**src/rtl/fifo_rd_packer_pkg.sv**
```systemverilog
// Shared types and defaults for the FIFO read-side packer.
// Latency: n/a (declarations only).
// Backpressure: n/a.
package fifo_pkg;

   localparam int DATA_W_DEF       = 8;
   localparam int WORD_BYTES_DEF   = 4;
   localparam int FLUSH_CYCLES_DEF = 16;
   localparam int WORD_CNT_W       = 16;

   // FILL collects bytes from the FIFO, HOLD presents a word downstream.
   typedef enum logic [0:0] {
      FILL = 1'b0,
      HOLD = 1'b1
   } rd_state_t;

endpackage

```
**src/rtl/fifo_rd_packer_if.sv**
```systemverilog
// Bundle of the FIFO pop side and the packed-word valid/ready side.
// Latency: n/a (wiring only).
// Backpressure: word_ready from the consumer; fifo_empty from the FIFO.
// master: the packer (drives fifo_get and the word_* outputs).
// slave : the environment (FIFO plus downstream consumer).
interface fifo_rd_packer_if
   import fifo_pkg::*;
#(
   parameter int DATA_W     = DATA_W_DEF,
   parameter int WORD_BYTES = WORD_BYTES_DEF
);
   localparam int BC_W = $clog2(WORD_BYTES) + 1;

   logic                         fifo_empty;
   logic [DATA_W-1:0]            fifo_data;
   logic                         fifo_get;
   logic [DATA_W*WORD_BYTES-1:0] word_out;
   logic [BC_W-1:0]              word_bytes;
   logic                         word_valid;
   logic                         word_ready;
   logic [WORD_CNT_W-1:0]        word_cnt;

   modport master (
      input  fifo_empty, fifo_data, word_ready,
      output fifo_get, word_out, word_bytes, word_valid, word_cnt
   );

   modport slave (
      output fifo_empty, fifo_data, word_ready,
      input  fifo_get, word_out, word_bytes, word_valid, word_cnt
   );
endinterface

```
**src/rtl/fifo_rd_packer_lane_reg.sv**
```systemverilog
// One byte lane of the packed word: load on write enable, zero on clear.
// Latency: 1 cycle from i_we to o_q.
// Backpressure: none; the caller gates i_we.
// Ports: i_clk, i_rst (sync, active high), i_clr (sync clear), i_we, i_d, o_q.
module fifo_rd_lane_reg #(
   parameter int DATA_W = 8
) (
   input  logic              i_clk,
   input  logic              i_rst,
   input  logic              i_clr,
   input  logic              i_we,
   input  logic [DATA_W-1:0] i_d,
   output logic [DATA_W-1:0] o_q
);
   logic [DATA_W-1:0] r_q;

   always_ff @(posedge i_clk) begin
      if (i_rst || i_clr) begin
         r_q <= '0;
      end else if (i_we) begin
         r_q <= i_d;
      end
   end

   assign o_q = r_q;
endmodule

```
**src/rtl/fifo_rd_packer.sv**
```systemverilog
// Pops bytes from the dual-clock byte FIFO (rclk side) and packs WORD_BYTES of them into a little-endian word.
// Latency: WORD_BYTES+2 cycles minimum per word (pop, 1-cycle FIFO read latency, capture, valid, handshake).
// Backpressure: while word_valid is held waiting for word_ready no pops are issued; fifo_get never fires on empty.
// Ports: rclk, reset (sync, active high), bus (fifo_rd_packer_if.master: fifo_empty/fifo_data/fifo_get,
//        word_out/word_bytes/word_valid/word_ready, word_cnt).
// Optional: define FIFO_RD_PACKER_FLUSH_EN to flush a partial word after FLUSH_CYCLES idle cycles.
module fifo_rd_packer
   import fifo_pkg::*;
#(
   parameter int DATA_W       = DATA_W_DEF,
   parameter int WORD_BYTES   = WORD_BYTES_DEF,
   parameter int FLUSH_CYCLES = FLUSH_CYCLES_DEF
) (
   input logic             rclk,
   input logic             reset,
   fifo_rd_packer_if.master bus
);
   localparam int BC_W   = $clog2(WORD_BYTES) + 1;
   localparam int WORD_W = DATA_W * WORD_BYTES;

   localparam logic [BC_W:0]   LVL_FULL = (BC_W+1)'(WORD_BYTES);
   localparam logic [BC_W-1:0] BC_FULL  = BC_W'(WORD_BYTES);
   localparam logic [BC_W-1:0] LAST_IDX = BC_W'(WORD_BYTES - 1);

   rd_state_t             r_state;
   logic [BC_W-1:0]       r_byte_cnt;
   logic                  r_pend;
   logic                  r_word_valid;
   logic [BC_W-1:0]       r_word_bytes;
   logic [WORD_CNT_W-1:0] r_word_cnt;

   logic                  w_get;
   logic                  w_capture;
   logic                  w_hshake;
   logic                  w_full_next;
   logic                  w_flush;
   logic [BC_W:0]         w_fill_lvl;
   logic [WORD_BYTES-1:0] w_lane_we;
   logic [WORD_W-1:0]     w_word;

   // Bytes already captured plus the one still in flight must leave room for another pop.
   assign w_fill_lvl  = {1'b0, r_byte_cnt} + {{BC_W{1'b0}}, r_pend};
   assign w_get       = (r_state == FILL) && !bus.fifo_empty && (w_fill_lvl < LVL_FULL) && !reset;
   assign w_capture   = r_pend;
   assign w_hshake    = r_word_valid && bus.word_ready;
   assign w_full_next = w_capture && (r_byte_cnt == LAST_IDX);

   for (genvar g = 0; g < WORD_BYTES; g++) begin : g_lane
      assign w_lane_we[g] = w_capture && (r_byte_cnt == BC_W'(g));

      fifo_rd_lane_reg #(
         .DATA_W (DATA_W)
      ) u_lane (
         .i_clk (rclk),
         .i_rst (reset),
         .i_clr (w_hshake),
         .i_we  (w_lane_we[g]),
         .i_d   (bus.fifo_data),
         .o_q   (w_word[g*DATA_W +: DATA_W])
      );
   end

`ifdef FIFO_RD_PACKER_FLUSH_EN
   localparam int IDLE_W = $clog2(FLUSH_CYCLES + 1);

   logic [IDLE_W-1:0] r_idle;
   logic              w_idle;

   // Idle means a partial word is parked with nothing in flight and nothing being popped.
   assign w_idle  = (r_state == FILL) && (r_byte_cnt != '0) && !r_pend && !w_get;
   assign w_flush = w_idle && (r_idle == IDLE_W'(FLUSH_CYCLES - 1));

   always_ff @(posedge rclk) begin
      if (reset) begin
         r_idle <= '0;
      end else if (w_capture || w_hshake || w_flush) begin
         r_idle <= '0;
      end else if (w_idle) begin
         r_idle <= r_idle + IDLE_W'(1);
      end
   end
`else
   // Without the idle counter a partial word waits for more bytes indefinitely.
   assign w_flush = (FLUSH_CYCLES < 0);
`endif

   always_ff @(posedge rclk) begin
      if (reset) begin
         r_state      <= FILL;
         r_byte_cnt   <= '0;
         r_pend       <= 1'b0;
         r_word_valid <= 1'b0;
         r_word_bytes <= '0;
         r_word_cnt   <= '0;
      end else begin
         r_pend <= w_get;
         if (w_capture) begin
            r_byte_cnt <= r_byte_cnt + BC_W'(1);
         end
         case (r_state)
            FILL: begin
               if (w_full_next || w_flush) begin
                  r_state      <= HOLD;
                  r_word_valid <= 1'b1;
                  r_word_bytes <= w_full_next ? BC_FULL : r_byte_cnt;
               end
            end
            HOLD: begin
               if (w_hshake) begin
                  r_state      <= FILL;
                  r_word_valid <= 1'b0;
                  r_word_bytes <= '0;
                  r_byte_cnt   <= '0;
                  r_word_cnt   <= r_word_cnt + WORD_CNT_W'(1);
               end
            end
            default: r_state <= FILL;
         endcase
      end
   end

   assign bus.fifo_get   = w_get;
   assign bus.word_out   = w_word;
   assign bus.word_bytes = r_word_bytes;
   assign bus.word_valid = r_word_valid;
   assign bus.word_cnt   = r_word_cnt;
endmodule

```
**src/flat_wrapper.sv**
```systemverilog
// flat-port wrapper written by rule: the top's interface ports become plain ports
module fifo_rd_packer_flat import fifo_pkg::*;
#(
   parameter int DATA_W       = DATA_W_DEF,
   parameter int WORD_BYTES   = WORD_BYTES_DEF,
   parameter int FLUSH_CYCLES = FLUSH_CYCLES_DEF
)
  (rclk, reset, bus_fifo_empty, bus_fifo_data, bus_word_ready, bus_fifo_get, bus_word_out, bus_word_bytes, bus_word_valid, bus_word_cnt);
  fifo_rd_packer_if #(.DATA_W(DATA_W), .WORD_BYTES(WORD_BYTES)) bus_i ();
  input logic rclk;
  input logic reset;
  input wire logic [$bits(bus_i.fifo_empty)-1:0] bus_fifo_empty;
  input wire logic [$bits(bus_i.fifo_data)-1:0] bus_fifo_data;
  input wire logic [$bits(bus_i.word_ready)-1:0] bus_word_ready;
  output wire logic [$bits(bus_i.fifo_get)-1:0] bus_fifo_get;
  output wire logic [$bits(bus_i.word_out)-1:0] bus_word_out;
  output wire logic [$bits(bus_i.word_bytes)-1:0] bus_word_bytes;
  output wire logic [$bits(bus_i.word_valid)-1:0] bus_word_valid;
  output wire logic [$bits(bus_i.word_cnt)-1:0] bus_word_cnt;
  assign bus_i.fifo_empty = bus_fifo_empty;
  assign bus_i.fifo_data = bus_fifo_data;
  assign bus_i.word_ready = bus_word_ready;
  assign bus_fifo_get = bus_i.fifo_get;
  assign bus_word_out = bus_i.word_out;
  assign bus_word_bytes = bus_i.word_bytes;
  assign bus_word_valid = bus_i.word_valid;
  assign bus_word_cnt = bus_i.word_cnt;
  fifo_rd_packer #(.DATA_W(DATA_W), .WORD_BYTES(WORD_BYTES), .FLUSH_CYCLES(FLUSH_CYCLES)) u_core (.rclk(rclk), .reset(reset), .bus(bus_i));
endmodule
```
**config.mk**
```make
export PLATFORM = sky130hd
export DESIGN_NAME = fifo_rd_packer_flat
export DESIGN_NICKNAME = d
export VERILOG_FILES = /design/src/rtl/fifo_rd_packer_pkg.sv /design/src/rtl/fifo_rd_packer_if.sv /design/src/rtl/fifo_rd_packer_lane_reg.sv /design/src/rtl/fifo_rd_packer.sv /design/src/flat_wrapper.sv
export SDC_FILE = /design/constraint.sdc
export NUM_CORES = 1
export LEC_CHECK = 0
export CAP_MARGIN = 20
export CORE_ASPECT_RATIO = 1.5
export CORE_MARGIN = 2
export CORE_UTILIZATION = 34
export DETAILED_ROUTE_END_ITERATION = 10
export GPL_ROUTABILITY_DRIVEN = 0
export PLACE_DENSITY = 0.75
export SLEW_MARGIN = 20
export SYNTH_ARGS = -nofsm -noshare
export SYNTH_HDL_FRONTEND = slang
export SYNTH_SLANG_ARGS = --single-unit
```
**constraint.sdc**
```tcl
create_clock -name rclk -period 1.4 [get_ports rclk]
set_input_delay 0.21 -clock rclk [delete_from_list [all_inputs] [get_ports rclk]]
set_output_delay 0.21 -clock rclk [all_outputs]
set_load 0.005 [all_outputs]
```
==> flow_metrics.py <==
metrics = {
    "timing": {
        "fin_skew_ns": 0.003299,
        "hold_viol": 0,
        "setup_ws_ns": -0.1861,
        "period_minus_slack_ns": 1.586,
        "setup_violations": 2,
        "max_freq_mhz": 630.5,
        "report.final.slew_viol_count": 0,
        "rsz0062_at_grt": "true",
        "fin_crit_sh_pct": 113.3,
    },
    "clocking": {
        "clk_latency_ns": 0.30,
        "cts_hold_buf": 0,
        "cts_max_path_buffers": 2,
        "cts_tree": "done",
        "cts-buffers-inserted": 5,
        "cts_sinks": 54,
        "htreeDepth": 2,
        "path_clk_slew_ns": 0.09,
        "cts_root_buffer": "clkbuf_8",
    },
    "setup_path": {
        "crit_type": "flip-flop to output port",
        "endpoint_kind": "output port",
        "crit_required_ns": 1.19,
        "cp_max_fo": 2,
        "startpoint_type": "flip-flop",
        "worstPathArrival_ns": 1.38,
    },
    "die": {
        "core_area_mm2": 0.006441,
        "die_y_um": 103.2,
        "design.die.area_mm2": 0.007231,
        "initial_core_util_pct": 34.60,
        "fp-row-count": 36,
        "io_pins": 65,
        "die_w_um": 70.10,
    },
    "global_routing": {
        "grt_first_pass_wirelength_um": 9515,
        "grt_overflow_total": 0,
        "grt_max_degree": 33,
        "antenna_found_initial": 0,
        "track_usage_pct": 16.26,
        "grt_pass1_vias": 1984,
    },
    "logic_synthesis": {
        "yosysUniqueCellTypes": 38,
        "synth_xor_xnor_area_share_pct": 3.930,
        "synth_top_family_by_area": "simple AND/OR/NAND/NOR gates",
        "synth_area_mm2": 0.002228,
        "yosys_warnings": 0,
        "synthSimpleGateAreaFrac_pct": 26.50,
        "synth_area_per_cell_um2": 8.377,
        "yosys.area_share.adder_pct": 3.930,
        "synth-compound-area-share_pct": 10.78,
        "synthMuxAreaShare_pct": 1.909,
        "synth_seq_area_share_pct": 48.51,
        "ys_seq_elements": 54,
        "syn_inst": 266,
    },
    "status": {
        "status": "complete, but fails checks",
        "violations": "negative setup slack",
    },
    "power_and_ir_drop": {
        "internal-power_uw": 2076,
        "p_clk_share_pct": 33.1,
        "p_leak_uw": 0.001604,
        "swShare_pct": 23.56,
        "p_seq_share_pct": 57.7,
        "p_per_area_mw_per_mm2": 777.7,
        "power.switching_uw": 639.9,
        "ir_drop_mv": 0.3794,
        "power.share.combinational_pct": 9.3,
    },
    "route": {
        "drt_iter0_drc": 181,
        "wl_per_cell_um": 13.46,
        "via_per_inst": 4.943,
        "routed-via-count": 2170,
        "wl_um": 5907,
        "ant_nets": 0,
        "route.detailed.drc": 0,
        "firstDrtPassIters": 4,
    },
    "layout": {
        "diodes": 0,
        "final_cells": 439,
        "final_nets": 381,
        "layout_common_cells": "43 x nand2_1, 39 x clkdlybuf4s50_1, 39 x buf_4, 35 x a21oi_1",
        "syn2layout_area_growth_pct": 56.71,
        "final_common_cell": "nand2_1",
        "drive_above_1_share_pct": 30.58,
    },
    "placed_design": {
        "dp.cells": 417,
        "post-place-ws_ns": -0.5911,
        "post-dp-hpwl_um": 4176,
        "io_buffers": 62,
    },
    "hold_path": {
        "hold_path_class": "input pin to flip-flop",
    },
    "job": {
        "drv_cap": 0,
    },
}
[metrics by stage]
step | area (um2) | utilization [%] | TNS [ns] | power, uW | hold WS [ns]
2_1_floorplan | 2248 | - | 0 | 1716 | 0.3460
3_3_place_gp | 3127 | 48.54 | -4.940 | 1851 | 0.4429
3_5_place_dp | 3127 | 48.54 | -6.189 | 1856 | 0.4499
4_1_cts | 3307 | 51.34 | -0.2154 | 2733 | 0.4628
5_1_grt | 3492 | 54.22 | -0.4904 | 2823 | 0.2163
6_report | 3492 | 54.22 | -0.2307 | 2716 | 0.2001
[path summary, 6_finish.rpt]
kind | endpoint | cells after the start | slack, ns | startpoint
setup / recovery | bus_fifo_get | 3 | -0.19 | u_core.r_byte_cnt[2]
hold / removal | u_core.r_pend | 3 | 0.20 | bus_fifo_empty
setup reg to reg | u_core.bus.word_cnt[15] | 6 | -0.04 | u_core.r_state
hold reg to reg | u_core.g_lane[0].u_lane.o_q[3] | 2 | 0.46 | u_core.g_lane[0].u_lane.o_q[3]
[cell usage after synthesis]
library cell	count	area share, %
dfxtp_1	54	49
nand2_1	48	8.1
a21oi_1	37	8.3
nand3_1	30	6.7
nor2_1	22	3.7
clkbuf_1	9	1.5
ha_1	7	3.9
xor2_1	6	2.4
buf_2	4	0.90
inv_1	4	0.67
nand4_1	4	1.1
xnor2_1	4	1.6
and2_1	3	0.84
buf_4	3	1.0
a31o_1	2	0.79
mux2i_1	2	0.90
nand2b_1	2	0.56
nand4_2	2	1.1
nor2b_1	2	0.56
nor3_1	2	0.45
nor4_1	2	0.56
a21o_1	1	0.34
a31oi_1	1	0.28
and3_1	1	0.28
and3_2	1	0.34
and4_1	1	0.39
and4_2	1	0.45
buf_1	1	0.17
conb_1	1	0.17
mux2_1	1	0.51
mux2_2	1	0.51
nand4b_1	1	0.39
nor2_2	1	0.28
o21ai_1	1	0.22
o21ba_1	1	0.45
o31a_1	1	0.39
or2_1	1	0.28
or4_1	1	0.34
[layout make-up]
class                           instances  area (um2)
Sequential cell                        54        1132
Multi-Input combinational cell        192        1170
Clock inverter                          1       5.005
Timing Repair Buffer                  105       988.4
Fill cell                             603        2949
Tap cell                               76       95.09
Inverter                                4       15.01
Clock buffer                            7       86.33
[power by group through the flow]
stage / clock network, uW / registers, uW / logic, uW
6_report: 898 / 1570 / 251
5_1_grt: 976 / 1570 / 276
4_1_cts: 913 / 1570 / 250
3_5_place_dp: 0 / 1610 / 246
3_3_place_gp: 0 / 1610 / 242
2_1_floorplan: 0 / 1610 / 103
[routing by layer]
metal  up-vias  wire, um  track usage (%)
met5         -         0                0
met4         0        80            5.178
met3         9       392            3.519
met2        72      3005            28.42
met1      1003      2429            20.02
li1       1086         -                -
[kinds of logic (layout without fill, tap and decap cells)]
logic type,count (synthesis),count (layout)
muxes,4,4
buffers and inverters,21,117
DFF,54,54
other,1,2
AOI/OAI and AO/OA,44,44
xor gates and xnor gates,10,10
and+or+nand+nor,125,125
adders and majority gates,7,7
[state kept, by name (all words and copies together), names as in the netlist]
register,cells
u_core.g_lane.u_lane.o_q,32
u_core.r_state,1
u_core.r_pend,1
u_core.bus.word_bytes,1
u_core.bus.word_cnt,16
u_core.r_byte_cnt,3
[what timing repair did]
item	in CTS	in global routing
buffers inserted	6	8
setup endpoints to repair	40	53
resized for setup	41	48
pin swaps	2	9
[critical path: stages, from the launching register on]
cell,delay [ns]
dfxtp_2,0.33
or4_4,0.51
a21oi_2,0.11
buf_2,0.12
Power figures use the tool's default switching activity.
==> RTL edit, RTL diff (same settings) <==
The option `FIFO_RD_PACKER_FLUSH_EN` is turned on by a define.
--- a/src/rtl/fifo_rd_packer.sv
+++ b/src/rtl/fifo_rd_packer.sv
@@ -4,6 +4,8 @@
 // Ports: rclk, reset (sync, active high), bus (fifo_rd_packer_if.master: fifo_empty/fifo_data/fifo_get,
 //        word_out/word_bytes/word_valid/word_ready, word_cnt).
 // Optional: define FIFO_RD_PACKER_FLUSH_EN to flush a partial word after FLUSH_CYCLES idle cycles.
+`define FIFO_RD_PACKER_FLUSH_EN
+
 module fifo_rd_packer
    import fifo_pkg::*;
 #(
Behaviour: no difference found for any inputs over 10 cycles, from zero or initial values and one cycle with reset high; that may be too few to reach the edited logic, so the function may still have changed.
==> RTL edit against the original RTL <==
  * The flow still finishes with violations (negative setup slack)
  * Power is 65% higher
  * Via count is 29% higher
  * Setup slack worse by 0.072 ns
  * Synthesized cell count is 16% higher
  * Register-to-register slack worse by 0.22 ns
  * Wire length is 44% higher
  * Combinational power is 73% higher
  * Cell area is 31% higher
  * Hold slack better by 0.25 ns
  * Non-clock buffer count is 22 higher
  * Area after synthesis is 17% higher
  * Sequential cell count is 8 higher
  * Critical endpoint is now u_core.r_idle[1]
  * Highest routed layer unchanged
==> RTL edit: results (changes against the original RTL) <==
Status
  • Status: finished, violations left
  • Violated checks: negative setup slack

Clock network
  • Post-cts gate resize count: 62 (+51%)
  • Clock Latency Late Sink: 0.32 ns (+0.02 ns)
  • TritonCTS buffer count: 9 (+4)
  • Clock slew at reported path FFs: 0.05 ns (-0.04 ns)
  • H-tree levels: 3 (+1)
  • Root buffer cell: clkbuf_16

Drt
  • Initial DRC count: 133 (-27%)
  • Met1 Routed Length: 3.12 mm (+29%)
  • Total number of vias: 2797 (+29%)
  • Drt first pass iters: 5 (+1)
  • Routed wire length: 8.53 mm (+44%)
  • Met3 routed WL: 529 µm (+35%)
  • Met2 wire length: 4.56 mm (+52%)

Critical path
  • Reg2reg end: u_core.r_idle[1]
  • R2r setup slk: -0.26 ns (-0.22 ns)
  • Critical R2R Launch: u_core.r_byte_cnt[0]
  • Crit-path max FO: 5 (+3)
  • R2R cell count: 6 (unchanged)
  • Worst setup EP type: flop
  • Crit-path max cell delay: 0.49 ns (-0.02 ns)
  • CP arrival: 1.91 ns (+0.53 ns)
  • CP max stage cell: or4b_4

Logic synthesis
  • Cells after Synth: 308 (+16%)
  • Post-synthesis sequential area ratio: 47.8% (-0.73 points)
  • Mux cell area share after synthesis: 0.771% (-1.1 points)
  • Synth top area cells: dfxtp_1, a21oi_1, nand2_1
  • Post-synthesis adder-cell area fraction: 4.34% (+0.40 points)
  • Synth cell types: 43 (+13%)
  • Post-synth top cells: dfxtp_1, nand2_1, a21oi_1, nand3_1, clkbuf_1
  • Post-Synth XOR/XNOR Area: 2.70% (-1.2 points)
  • Synth Area in Compound Gates: 14.8% (+4.0 points)

GRT
  • Largest net degree at the start of global routing: 29 (-12%)
  • Met1 Use GR: 20.1% (+0.033 points)
  • Number of global-route vias before repair: 2708 (+36%)
  • Grt met3 use: 3.27% (-0.25 points)
  • Met2 Use GR: 33.3% (+4.9 points)
  • Total track usage: 18.7% (+2.5 points)
  • First-pass GRT wire length: 12.2 mm (+28%)

Timing
  • Post-route setup slack: -0.258 ns (-0.0717 ns)
  • Setup Skew: 0.00345 ns (+0.000151 ns)
  • Setup TNS Final: -2.75 ns (-2.52 ns)
  • Number of setup violations in the final report: 17 (+15)

Power and ir drop
  • Leak Pwr: 2.18 nW (+36%)
  • Peak supply drop: 0.000643 V (+70%)

Placed design
  • Placed wire-length estimate: 5.13 mm (+23%)
  • Pre-CTS setup slack: -0.532 ns (+0.0595 ns)
  • DP Area: 3760 µm² (+20%)
  • Cells after DPL: 503 (+21%)
  • I/O Buffers: 64 (+3.2%)

Final layout
  • Layout cell share with drive strength beyond 1: 35.9% (+5.4 points)
  • Final net count: 450 (+18%)
  • Non-filler cells, final: 536 (+22%)

Worst hold path
  • Hold Crit Class: flop to flop
[RTL edit: worst min-delay path by stage]
stage / cells past startpoint / start / end / slack [ns]
4_1_cts: 2 / u_core.g_lane[1].u_lane.o_q[0] / u_core.g_lane[1].u_lane.o_q[0] / 0.45
3_3_place_gp: 2 / u_core.g_lane[1].u_lane.o_q[6] / u_core.g_lane[1].u_lane.o_q[6] / 0.44
6_report: 2 / u_core.g_lane[0].u_lane.o_q[3] / u_core.g_lane[0].u_lane.o_q[3] / 0.45
3_5_place_dp: 2 / u_core.g_lane[1].u_lane.o_q[0] / u_core.g_lane[1].u_lane.o_q[0] / 0.45
5_1_grt: 2 / u_core.g_lane[1].u_lane.o_q[5] / u_core.g_lane[1].u_lane.o_q[5] / 0.48
2_1_floorplan: 2 / bus_fifo_data[0] / u_core.g_lane[3].u_lane.o_q[0] / 0.35
[RTL edit: worst reg2reg max path, delay by kind of cell, from the launching register on]
family                   cells  cell delay (ns)
AND/OR/NAND/NOR              2             0.62
AO/OA/AOI/OAI                2             0.41
flip-flops                   1             0.35
buffers and inverters        1             0.06
adder cells (fa/ha/maj)      1             0.15
[RTL edit: area by class of cell]
type,count,area [µm²]
inverters,7,26.3
flip-flops and latches,62,1290
repair buffers,127,1220
clock buffers,12,289
fillers,622,2950
multi-input cells,222,1590
well taps,102,128
clock inverters,4,23.8
[RTL edit: logic make-up after synthesis]
kind of cell,Yosys count
compound gates,67
simple gates,135
flops,62
xor+xnor,8
fa+ha+maj,9
mux,2
buf+inv,25
[RTL edit: power by group]
group | internal [mW] | switching [mW]
Sequential | 1.78 | 0.0206
Combinational | 0.213 | 0.222
Clock | 1.45 | 0.778
